`src/rtl/sdram_wb_arbiter.sv`:
```
`default_nettype none
// ============================================================================
//  Module      : sdram_wb_arbiter
//  Description : Round-robin Wishbone arbiter sharing the sdram_top slave port
//                between NM masters, with a per-beat ack watchdog.
//  Revision    : 1.0
// ============================================================================
module sdram_wb_arbiter #(
    parameter int NM      = 2,
    parameter int AW      = 32,
    parameter int DW      = 16,
    parameter int TIMEOUT = 1024
) (
    input  logic             clk,
    input  logic             reset,
    input  logic [NM*AW-1:0] m_address,
    input  logic [NM*DW-1:0] m_writedata,
    input  logic [NM-1:0]    m_write,
    input  logic [NM-1:0]    m_strobe,
    input  logic [NM-1:0]    m_cycle,
    output logic [DW-1:0]    m_readdata,
    output logic [NM-1:0]    m_ack,
    output logic [NM-1:0]    m_err,
    output logic [AW-1:0]    s_address,
    output logic [DW-1:0]    s_writedata,
    output logic             s_write,
    output logic             s_strobe,
    output logic             s_cycle,
    input  logic [DW-1:0]    s_readdata,
    input  logic             s_ack,
    output logic [NM-1:0]    grant,
    output logic [7:0]       err_count
);

    localparam int IW = (NM > 1) ? $clog2(NM) : 1;
    localparam int WW = $clog2(TIMEOUT);

    typedef enum logic [1:0] {
        ST_IDLE      = 2'd0,
        ST_BUSY      = 2'd1,
        ST_ERR       = 2'd2,
        ST_WAIT_DROP = 2'd3
    } state_t;

    state_t          state_q, state_d;
    logic [NM-1:0]   grant_q, grant_d;
    logic [IW-1:0]   owner_q, owner_d;
    logic [IW-1:0]   last_q, last_d;
    logic [WW-1:0]   wd_cnt_q, wd_cnt_d;
    logic [7:0]      err_count_q, err_count_d;

    logic [NM-1:0]   req;
    logic            pick_valid;
    logic [IW-1:0]   pick_idx;
    logic [IW:0]     idx;

    assign req        = m_cycle & m_strobe;
    assign m_readdata = s_readdata;
    assign grant      = grant_q;
    assign err_count  = err_count_q;

    // Scan from the farthest slot down so the nearest requester after last wins.
    always_comb begin
        pick_valid = 1'b0;
        pick_idx   = '0;
        idx        = '0;
        for (int k = NM; k >= 1; k--) begin
            idx = {1'b0, last_q} + (IW+1)'(k);
            if (idx >= (IW+1)'(NM)) begin
                idx = idx - (IW+1)'(NM);
            end
            if (req[idx[IW-1:0]]) begin
                pick_valid = 1'b1;
                pick_idx   = idx[IW-1:0];
            end
        end
    end

    always_ff @(posedge clk or negedge reset) begin
        if (!reset) begin
            state_q     <= ST_IDLE;
            grant_q     <= '0;
            owner_q     <= '0;
            last_q      <= IW'(NM-1);
            wd_cnt_q    <= '0;
            err_count_q <= '0;
        end else begin
            state_q     <= state_d;
            grant_q     <= grant_d;
            owner_q     <= owner_d;
            last_q      <= last_d;
            wd_cnt_q    <= wd_cnt_d;
            err_count_q <= err_count_d;
        end
    end

    always_comb begin
        state_d     = state_q;
        grant_d     = grant_q;
        owner_d     = owner_q;
        last_d      = last_q;
        wd_cnt_d    = '0;
        err_count_d = err_count_q;
        s_cycle     = 1'b0;
        s_strobe    = 1'b0;
        s_write     = 1'b0;
        s_address   = '0;
        s_writedata = '0;
        m_ack       = '0;
        m_err       = '0;

        case (state_q)
            ST_IDLE: begin
                if (pick_valid) begin
                    grant_d = {{(NM-1){1'b0}}, 1'b1} << pick_idx;
                    owner_d = pick_idx;
                    state_d = ST_BUSY;
                end
            end
            ST_BUSY: begin
                s_cycle     = m_cycle[owner_q];
                s_strobe    = m_strobe[owner_q];
                s_write     = m_write[owner_q];
                s_address   = m_address[int'(owner_q)*AW +: AW];
                s_writedata = m_writedata[int'(owner_q)*DW +: DW];
                m_ack       = grant_q & {NM{s_ack}};
                if (!m_cycle[owner_q]) begin
                    last_d  = owner_q;
                    grant_d = '0;
                    state_d = ST_IDLE;
                end else if (m_strobe[owner_q] && !s_ack) begin
                    // An ack in the final watchdog cycle falls outside this branch and wins.
                    if (wd_cnt_q == WW'(TIMEOUT-1)) begin
                        state_d = ST_ERR;
                    end else begin
                        wd_cnt_d = wd_cnt_q + 1'b1;
                    end
                end
            end
            ST_ERR: begin
                m_err       = grant_q;
                err_count_d = (err_count_q == 8'hFF) ? err_count_q : err_count_q + 8'd1;
                state_d     = ST_WAIT_DROP;
            end
            ST_WAIT_DROP: begin
                if (!m_cycle[owner_q]) begin
                    last_d  = owner_q;
                    grant_d = '0;
                    state_d = ST_IDLE;
                end
            end
            default: begin
                state_d = ST_IDLE;
                grant_d = '0;
            end
        endcase
    end

endmodule
`default_nettype wire

```
`config.mk`:
```
export PLATFORM = sky130hd
export DESIGN_NAME = sdram_wb_arbiter
export DESIGN_NICKNAME = d
export VERILOG_FILES = /design/src/rtl/sdram_wb_arbiter.sv
export SDC_FILE = /design/constraint.sdc
export NUM_CORES = 1
export LEC_CHECK = 0
export BUFFER_PORTS_ARGS = -buffer_cell sky130_fd_sc_hd__buf_2
export CORE_ASPECT_RATIO = 0.6
export CORE_UTILIZATION = 37
export DETAILED_ROUTE_END_ITERATION = 6
export GPL_TIMING_DRIVEN = 0
export PLACE_DENSITY_LB_ADDON = 0.15
export SYNTH_ARGS = -nofsm -noshare
export SYNTH_HDL_FRONTEND = slang
export SYNTH_SLANG_ARGS = --single-unit
```
`constraint.sdc`:
```
create_clock -name clk -period 2.2 [get_ports clk]
set_clock_uncertainty 0.15 [all_clocks]
set_input_delay 0.44 -clock clk [delete_from_list [all_inputs] [get_ports clk]]
set_output_delay 0.44 -clock clk [all_outputs]
set_load 0.1 [all_outputs]
```
Yosys cells after proc, flatten, opt, wreduce, memory -nomap -nowiden
Cells that the tools add are included.

word-level totals
  register bits after elaboration = 24
  bits of input ports = 121
  output and inout bits = 81
  word-level logic and storage cells = 79

operators by class
  add/subtract/negate cells = 6
  $lt $le $gt $ge = 5
  eq/ne operators = 10
  shift-type cells = 3
  multiplexer cells = 35
  bitwise operators = 4
  reductions and logical operators = 10

operator list
  kind                                                         number
  variable part select 64 x 7 -> 32 bit                        1
  two-way mux 10 bit                                           4
  two-way mux 32 bit                                           1
  variable part select 32 x 6 -> 16 bit                        1
  two-way mux 1 bit                                            19
  two-way mux 16 bit                                           1
  two-way mux 2 bit                                            8
  adder 10 x 1 -> 10 bit (second input constant)               1
  == test 10 bit (second input constant)                       1
  adder 8 x 1 -> 8 bit (second input constant)                 1
  == test 8 bit (second input constant)                        1
  one-hot mux 2 bit (4 select lines)                           1
  less-than comparator 1 x 2 -> 1 bit (second input constant)  3
  inequality test 2 bit (second input constant)                3
  inequality test 3 bit (second input constant)                2
  AND reduction 2 bit                                          3
  AND 2 bit                                                    2
  == test 2 bit (second input constant)                        2
  >= comparator 2 bit (second input constant)                  2
  one-hot mux 2 bit (2 select lines)                           1
  AND reduction 4 bit                                          1
  AND reduction 3 bit                                          1
  adder 1 x 1 -> 2 bit (second input constant)                 1
  adder 1 x 2 -> 2 bit (second input constant)                 1
  other kinds (9)                                              11

Logic depth before layout (Yosys ltp)
Gate-level depths: netlist (run 1).

  depth after elaboration = 10
  gate-level depth with buffers = 5
  mapped depth without buffers = 5

Least setup slack after synthesis (run 1)
OpenSTA, ideal clock, no wires.

  path kind = register to output
  from = register with a tool-made name
  to = output port s_address[0]
  arrival = 2.175 ns
  required time = 1.610 ns
  setup slack = -0.565 ns
  cell stages (with the launch flop) = 5
  path buffers = 2
  path through = dfrtp_1 nand2b_1 clkbuf_1 clkbuf_1 nor2_1

RTL lines
  what              line  text
  end: declaration  24    output logic [AW-1:0] s_address,

Worst setup path after layout (run 1)
  from = register state_q[0]
  to = output port m_ack[1]

on the way
  word-level cells in the longest chain between the ends = 2

RTL lines
  what                      line  text
  start: declaration        45    state_t state_q, state_d;
  start signal: assignment  88    state_q <= state_d;
  == test 2 x 1 -> 1 bit    112   case (state_q)
  two-way mux 2 bit         112
  end: declaration          22    output logic [NM-1:0] m_ack,

Every way passes these cells.

==> metrics.yaml, run 1 <==
cts:
  clock_latency_ns: 0.27
  cts_buffers: 3
  ctsHoldBuffers: 0
  cts_sinks: 24
  root_buffer: "clkbuf_8"
  cts_tree: "done"
  clkTransAtPathRegs_ns: 0.09
  clk_path_buf_depth: 2
  htreeDepth: 1
detailed_routing:
  vias: 2436
  dr.first_iter.drc_count: 83
  wl_per_cell_um: 14.6
  wl_mm: 7.33
  antenna_left: 0
  dr.pass1.iters: 7
  viasPerCell: 4.86
  drc: 10
setup_path:
  crit_required_ns: 1.61
  cp.arrival_ns: 1.57
  path_max_fanout: 10
  critPathMaxStageDelay_ns: 0.37
  cp_num_buf_inv: 3
  regToRegEndpoint: "wd_cnt_q[5]$_DFF_PN0_"
  cpMaxStageDelayCell: "dfrtp_1"
  crit_type: "register to output port"
  crit_chain: "clkbuf_4 -> inv_1 -> nor2_1 -> and3_2 -> buf_8"
  rrSetupSlack_ns: 0.35
  worstSetupStartpointType: "register"
  reg2reg_from: "wd_cnt_q[0]$_DFF_PN0_"
  r2r_cells: 5
  cp-end-kind: "output port"
  critPathTopFamily: "buffers and inverters"
placed_design:
  placed_cell_area_mm2: 0.00320
  place.gp.congestion: 0.811
  port_buffers: 185
  dp_hpwl_mm: 5.57
final_layout:
  n_antenna_cell: 0
  final_area_mm2: 0.00381
  area_growth_pct: 84.8
  drive_above_1_share: 0.664
  nets: 559
global_routing:
  gr-usage-all-layers: 0.227
  grt_max_degree: 25
  grt_pass1_wl_mm: 10.6
  grt-ovfl-total: 0
  grt_pass1_vias: 2242
  antenna_found_initial: 0
yosys:
  syn_avg_cell_area_um2: 8.38
  synth_nets: 369
  synthTopCellsByArea: "dfrtp_1, mux2i_1, nor2_1"
  yosys.cell_count.top_type: "nor2_1"
  synth_edf_count: 0
  yosys-top-cells-count: "nor2_1, mux2i_1, dfrtp_1"
  synth_cell_types: 36
  syn_area_mm2: 0.00206
  synth_flop_cell: "dfrtp_1"
  yosysSeqAreaShare: 0.292
  yosysTopAreaCellShare: 0.279
  yosysTopAreaCell: "dfrtp_1"
  async_flop_share: 1.00
  synthCells: 246
  ys_warn_count: 0
  synth-seq-cells: 24
floorplan:
  ioPinCount: 202
  start_util: 0.396
  die_w_um: 98.3
  rows: 20
  die-height_um: 59.8
  core_area_mm2: 0.00520
  die_area_mm2: 0.00588
pwr:
  p_sw_frac: 0.656
  power_leakage_nw: 1.96
  combPwrFrac: 0.867
  vdd_drop_max_v: 0.00124
  p_int_w: 0.00239
  clkPwrFrac: 0.056
  cellPowerDensity_mw_per_mm2: 1820
  pwr-share-seq: 0.077
  p_switching_w: 0.00455
sta:
  worstMarginPinSlew_ns: 0.537
  min_period_ns: 2.16
  hold_violations: 23
  slew_headroom: 0.642
  finalCritPeriodShare: 0.984
  max_freq_ghz: 0.462
  finalSetupTns_ns: 0
  setup_viol: 0
  slew_violations: 0
  hold_ws_ns: -0.00609
run:
  cap_violations: 0
outcome:
  status: "finished, violations left"
  violations: "DRC, hold timing"
hold_path:
  hold_class: "input port to asynchronous set/reset pin"
[flip-flops by register name (all words and copies together), names as in the netlist, named ones only]
name       flops
wd_cnt_q      10
state_q        1
last_q         1
grant          2
owner_q        1
err_count      8
[logic make-up after synthesis]
group,count (synthesis),share of synthesized area
AOI/OAI and AO/OA,13,0.0461
xor gates and xnor gates,13,0.0553
adders and majority gates,2,0.0121
buffers and inverters,33,0.0935
DFF,24,0.292
muxes,54,0.264
and+or+nand+nor,107,0.237
[stage by stage]
step | instances | setup slack (ns) | util | hold slack (ns) | total power, W
final | 501 | 0.0360 | 0.731 | -0.00609 | 0.00693
after floorplan | 246 | -0.219 | - | -0.00559 | 0.00491
after CTS | 501 | -0.0152 | 0.715 | 0.00832 | 0.00681
after detailed placement | 497 | -0.150 | 0.615 | 0.311 | 0.00562
after global placement | 497 | -0.146 | 0.615 | 0.311 | 0.00559
after global routing | 501 | -0.0279 | 0.731 | 0.0339 | 0.00712
[cells in the final DEF (no fill, tap or decap), types with 3 or more instances in the layout]
| cell | synthesis | layout |
|---|---|---|
| o21ai_0 | 3 | 3 |
| buf_12 | 0 | 4 |
| xnor2_1 | 5 | 5 |
| clkbuf_8 | 0 | 8 |
| xor2_1 | 8 | 8 |
| a31oi_1 | 3 | 3 |
| buf_4 | 16 | 17 |
| mux2i_1 | 52 | 49 |
| dfrtp_1 | 23 | 21 |
| buf_8 | 0 | 8 |
| inv_1 | 4 | 4 |
| buf_6 | 0 | 48 |
| nor2_1 | 66 | 16 |
| nand3_1 | 9 | 9 |
| nor2_2 | 1 | 49 |
| buf_2 | 7 | 130 |
| nand2_1 | 12 | 12 |
[routing by layer]
metal / global-route usage / vias to the layer above / routed length [um]
li1: - / 1194 / -
met1: 0.286 / 1144 / 2940
met2: 0.413 / 96 / 3900
met3: 0.0480 / 2 / 464
met4: 0.0405 / 0 / 29
met5: 0 / - / 0
[worst max path at each step]
stage                                 from        endpoint  slack [ns]  cells past startpoint
CTS                    owner_q$_DFFE_PN0P_    s_address[3]       -0.02                      5
floorplan                         register    s_address[0]       -0.22                      4
global route        state_q[0]$_DFFE_PN0P_        m_ack[0]       -0.03                      5
finish              state_q[0]$_DFFE_PN0P_        m_ack[1]        0.04                      5
detailed placement                register  s_writedata[9]       -0.15                      5
global placement                  register    s_address[3]       -0.15                      5
[layout make-up]
| cell class | instances | area, um2 |
|---|---|---|
| clock buffers | 3 | 41.3 |
| flip-flops and latches | 24 | 604 |
| clock inverters | 1 | 30.0 |
| fillers | 377 | 1400 |
| inverters | 4 | 15.0 |
| well taps | 66 | 82.6 |
| repair buffers | 186 | 1340 |
| multi-input cells | 189 | 1430 |
| plain buffers | 28 | 264 |
[worst reg2reg max path, delay by kind of cell (launching register included)]
family | cells | cell delay (ns)
adder cells (fa/ha/maj) | 1 | 0.20
flip-flops | 1 | 0.39
AND/OR/NAND/NOR | 4 | 1.00
[power groups by stage]
stage	Sequential, W	Combinational [W]	Clock [W]
after floorplan	0.000643	0.00427	0
after global placement	0.000532	0.00506	0
after detailed placement	0.000534	0.00508	0
after CTS	0.000525	0.00588	0.000399
after global routing	0.000538	0.00617	0.000413
final	0.000532	0.00601	0.000390
[repair_timing]
item	4_1_cts	5_1_grt
gates resized for setup	139	22
setup endpoints to repair	55	55
hold endpoints to repair	0	0
buffers inserted	1	0
(Power assumes the default switching activity.)
==> run 2, diff against run 1 <==
Settings changed: ABC_AREA from default to 1.
==> run 2 against run 1 <==
  * The run ends with hold timing left
  * Worst hold slack worse by 0.0032 ns
  * Via count grew 21%
  * Wire length up 14%
  * Clock-buffer cell count stayed put
  * Final cell count is 20% higher
  * Sequential cell count stayed put
  * Global-route usage is 1.5 points higher
  * Synthesized area up 2.2%
  * Setup slack got worse by 0.024 ns
  * Non-clock buffer count rose by 4
  * Largest cell class unchanged
  * Highest routed layer unchanged
==> metrics.yaml, run 2 <==
yosys:
  synth_nets: 468  # +27%
  yosys.cell_count.top_type: "nand2_1"
  synthTopCellsByArea: "dfrtp_1, nand2_1, a21oi_1"
  synthCells: 345  # +40%
  async_flop_share: 1.00  # unchanged
  yosys-top-cells-count: "nand2_1, a21oi_1, dfrtp_1"
  ys_warn_count: 0  # unchanged
  synth_adder_area_share: 0.0119  # -0.000260
  yosys.area_share.simple: 0.399  # +0.161
  yosysTopAreaCellShare: 0.273  # -0.00597
  synth_cell_types: 32  # -11%
  synth-seq-cells: 24  # unchanged
  syn_area_mm2: 0.00211  # +2.2%
  syn_avg_cell_area_um2: 6.10  # -27%
  synth_edf_count: 0  # unchanged
  synth-xor-area-share: 0.0250  # -0.0303
  synth_top_family_by_area: "simple AND/OR/NAND/NOR gates"
  yosysTopAreaCell: "dfrtp_1"
  yosysSeqAreaShare: 0.286  # -0.00625
  synth_mux_area_frac: 0  # -0.264
  synth_compound_area_frac: 0.145  # +0.0988
  synth_flop_cell: "dfrtp_1"
detailed_routing:
  antenna_left: 0  # unchanged
  wl_mm: 8.34  # +14%
  wl_per_cell_um: 13.9  # -5.3%
  vias: 2957  # +21%
  drc: 0  # -10
  dr.first_iter.drc_count: 118  # +42%
  viasPerCell: 4.92  # +1.2%
  dr.pass1.iters: 5  # -2
global_routing:
  grt_pass1_vias: 2549  # +14%
  grt_util_met2: 0.438  # +0.0250
  grt_pass1_wl_mm: 11.5  # +8.9%
  grt-ovfl-total: 0  # unchanged
  grt.busiest_layer: "met2"
  antenna_found_initial: 0  # unchanged
  grt_util_met1: 0.308  # +0.0224
  gr-usage-all-layers: 0.242  # +0.0146
  grt_max_degree: 25  # unchanged
  met3_usage: 0.0426  # -0.00533
cts:
  clock_latency_ns: 0.27  # about the same
  cts_buffers: 3  # unchanged
  htreeDepth: 1  # unchanged
  root_buffer: "clkbuf_8"
  clk_path_buf_depth: 2  # unchanged
  clkTransAtPathRegs_ns: 0.09  # about the same
  cts_tree: "done"
  cts_sinks: 24  # unchanged
hold_path:
  hold_class: "input port to asynchronous set/reset pin"
sta:
  hold_ws_ns: -0.00932  # -0.00324 ns
  min_period_ns: 2.19  # +0.0236 ns
  setup_viol: 0  # unchanged
  hold_violations: 20  # -13%
  slew_violations: 0  # unchanged
  rsz0062_at_grt: "true"
  worstMarginPinSlew_ns: 0.538  # +0.000477 ns
  slew_headroom: 0.641  # about the same
  finalCritPeriodShare: 0.994  # +0.0107
  max_freq_ghz: 0.457  # -1.1%
setup_path:
  path_max_fanout: 10  # unchanged
  cp.arrival_ns: 1.60  # +0.03 ns
  startpoint: "owner_q$_DFFE_PN0P_"
  rrSetupSlack_ns: 0.52  # +0.17 ns
  crit_required_ns: 1.61  # about the same
  crit_type: "register to output port"
  worstSetupStartpointType: "register"
  r2r_cells: 8  # +3
  reg2reg_from: "wd_cnt_q[0]$_DFF_PN0_"
  cp-end-kind: "output port"
final_layout:
  largest_reg_flops: 10  # unchanged
  nets: 659  # +18%
  final_area_mm2: 0.00404  # +6.0%
  drive_above_1_share: 0.557  # -0.107
  n_antenna_cell: 0  # unchanged
  finalCoreUtilization: 0.768  # +0.0366
  mostFrequentLayoutCell: "nand2_1"
  fill_cells: 376  # -0.27%
  largest-register: "wd_cnt_q"
  area_growth_pct: 91.7
  final_cell_mix: "nand2_1, buf_2, buf_6"
placed_design:
  dp_hpwl_mm: 6.25  # +12%
  place.gp.congestion: 0.847  # +4.4%
  port_buffers: 185  # unchanged
  placed_cell_area_mm2: 0.00342  # +6.7%
floorplan:
  die_w_um: 99.4  # +1.1%
  die-height_um: 60.4  # +1.1%
  ioPinCount: 202  # unchanged
  die_area_mm2: 0.00601  # +2.1%
  rows: 20  # unchanged
  start_util: 0.401  # +0.00480
  core_area_mm2: 0.00526  # +0.96%
run:
  cap_violations: 0  # unchanged
outcome:
  status: "finished, violations left"
  violations: "hold timing"
## run 2: cell types whose count changed in the layout (fill, tap and decap cells not counted), moves of 11 or more
cell     change
nand2_1    +135
mux2i_1     -49
a21oi_2     +32
nor2_2      -48
buf_6       -11
inv_1       +14
a21oi_4     +17
## run 2: final cells by class
class	instances	area (um2)	area share
clock buffers	3	41.3	0.0102
inverters	24	95.1	0.0236
plain buffers	32	235	0.0583
flip-flops and latches	24	608	0.151
multi-input cells	265	1580	0.392
clock inverters	1	30.0	0.00744
repair buffers	186	1360	0.337
well taps	66	82.6	0.0205
## run 2: how the worst max path moves through the flow
stage | endpoint | slack, ns | cells past startpoint
finish | s_writedata[14] | 0.01 | 6
detailed placement | s_address[22] | -0.07 | 6
global placement | s_writedata[6] | -0.05 | 5
global route | s_writedata[14] | -0.05 | 6
CTS | s_address[31] | -0.0002 | 5
floorplan | s_address[0] | -0.21 | 4
## run 2: what timing repair did
action / in CTS / in global routing
gates cloned: 0 / 0
endpoints found under the setup margin: 50 / 53
buffers inserted: 0 / 1
gates resized for setup: 125 / 44
hold buffers: 0 / 0
## run 2: kinds of logic after synthesis
| group | Yosys count |
|---|---|
| fa+ha+maj | 2 |
| simple gates | 198 |
| flops | 24 |
| compound gates | 59 |
| xor+xnor | 6 |
| buf+inv | 56 |
## run 2: worst max-delay path: stages (launching register included)
cell and delay, ns:
dfrtp_1 0.38, buf_6 0.14, inv_4 0.08, clkbuf_4 0.20, nand2_1 0.10, a21oi_2 0.22
buf_12 0.20
## run 2: metrics by stage
step,hold WS (ns),instances,setup WS [ns],setup TNS [ns]
after global routing,0.0231,601,-0.0506,-0.0772
after global placement,0.299,596,-0.0454,-0.353
after detailed placement,0.307,596,-0.0702,-1.56
final,-0.00932,601,0.0124,0
after floorplan,-0.00559,345,-0.210,-8.52
after CTS,0.00479,600,-0.000152,-0.000152
## run 2: per-layer routing
| layer | up-vias | share of wire |
|---|---|---|
| met5 | - | 0 |
| met4 | 0 | 0.011 |
| met3 | 10 | 0.057 |
| met2 | 117 | 0.52 |
| met1 | 1376 | 0.41 |
| li1 | 1454 | - |
Power of run 2 is not shown: default switching activity piles up to over one toggle a cycle in this logic, so the estimate is an artifact.
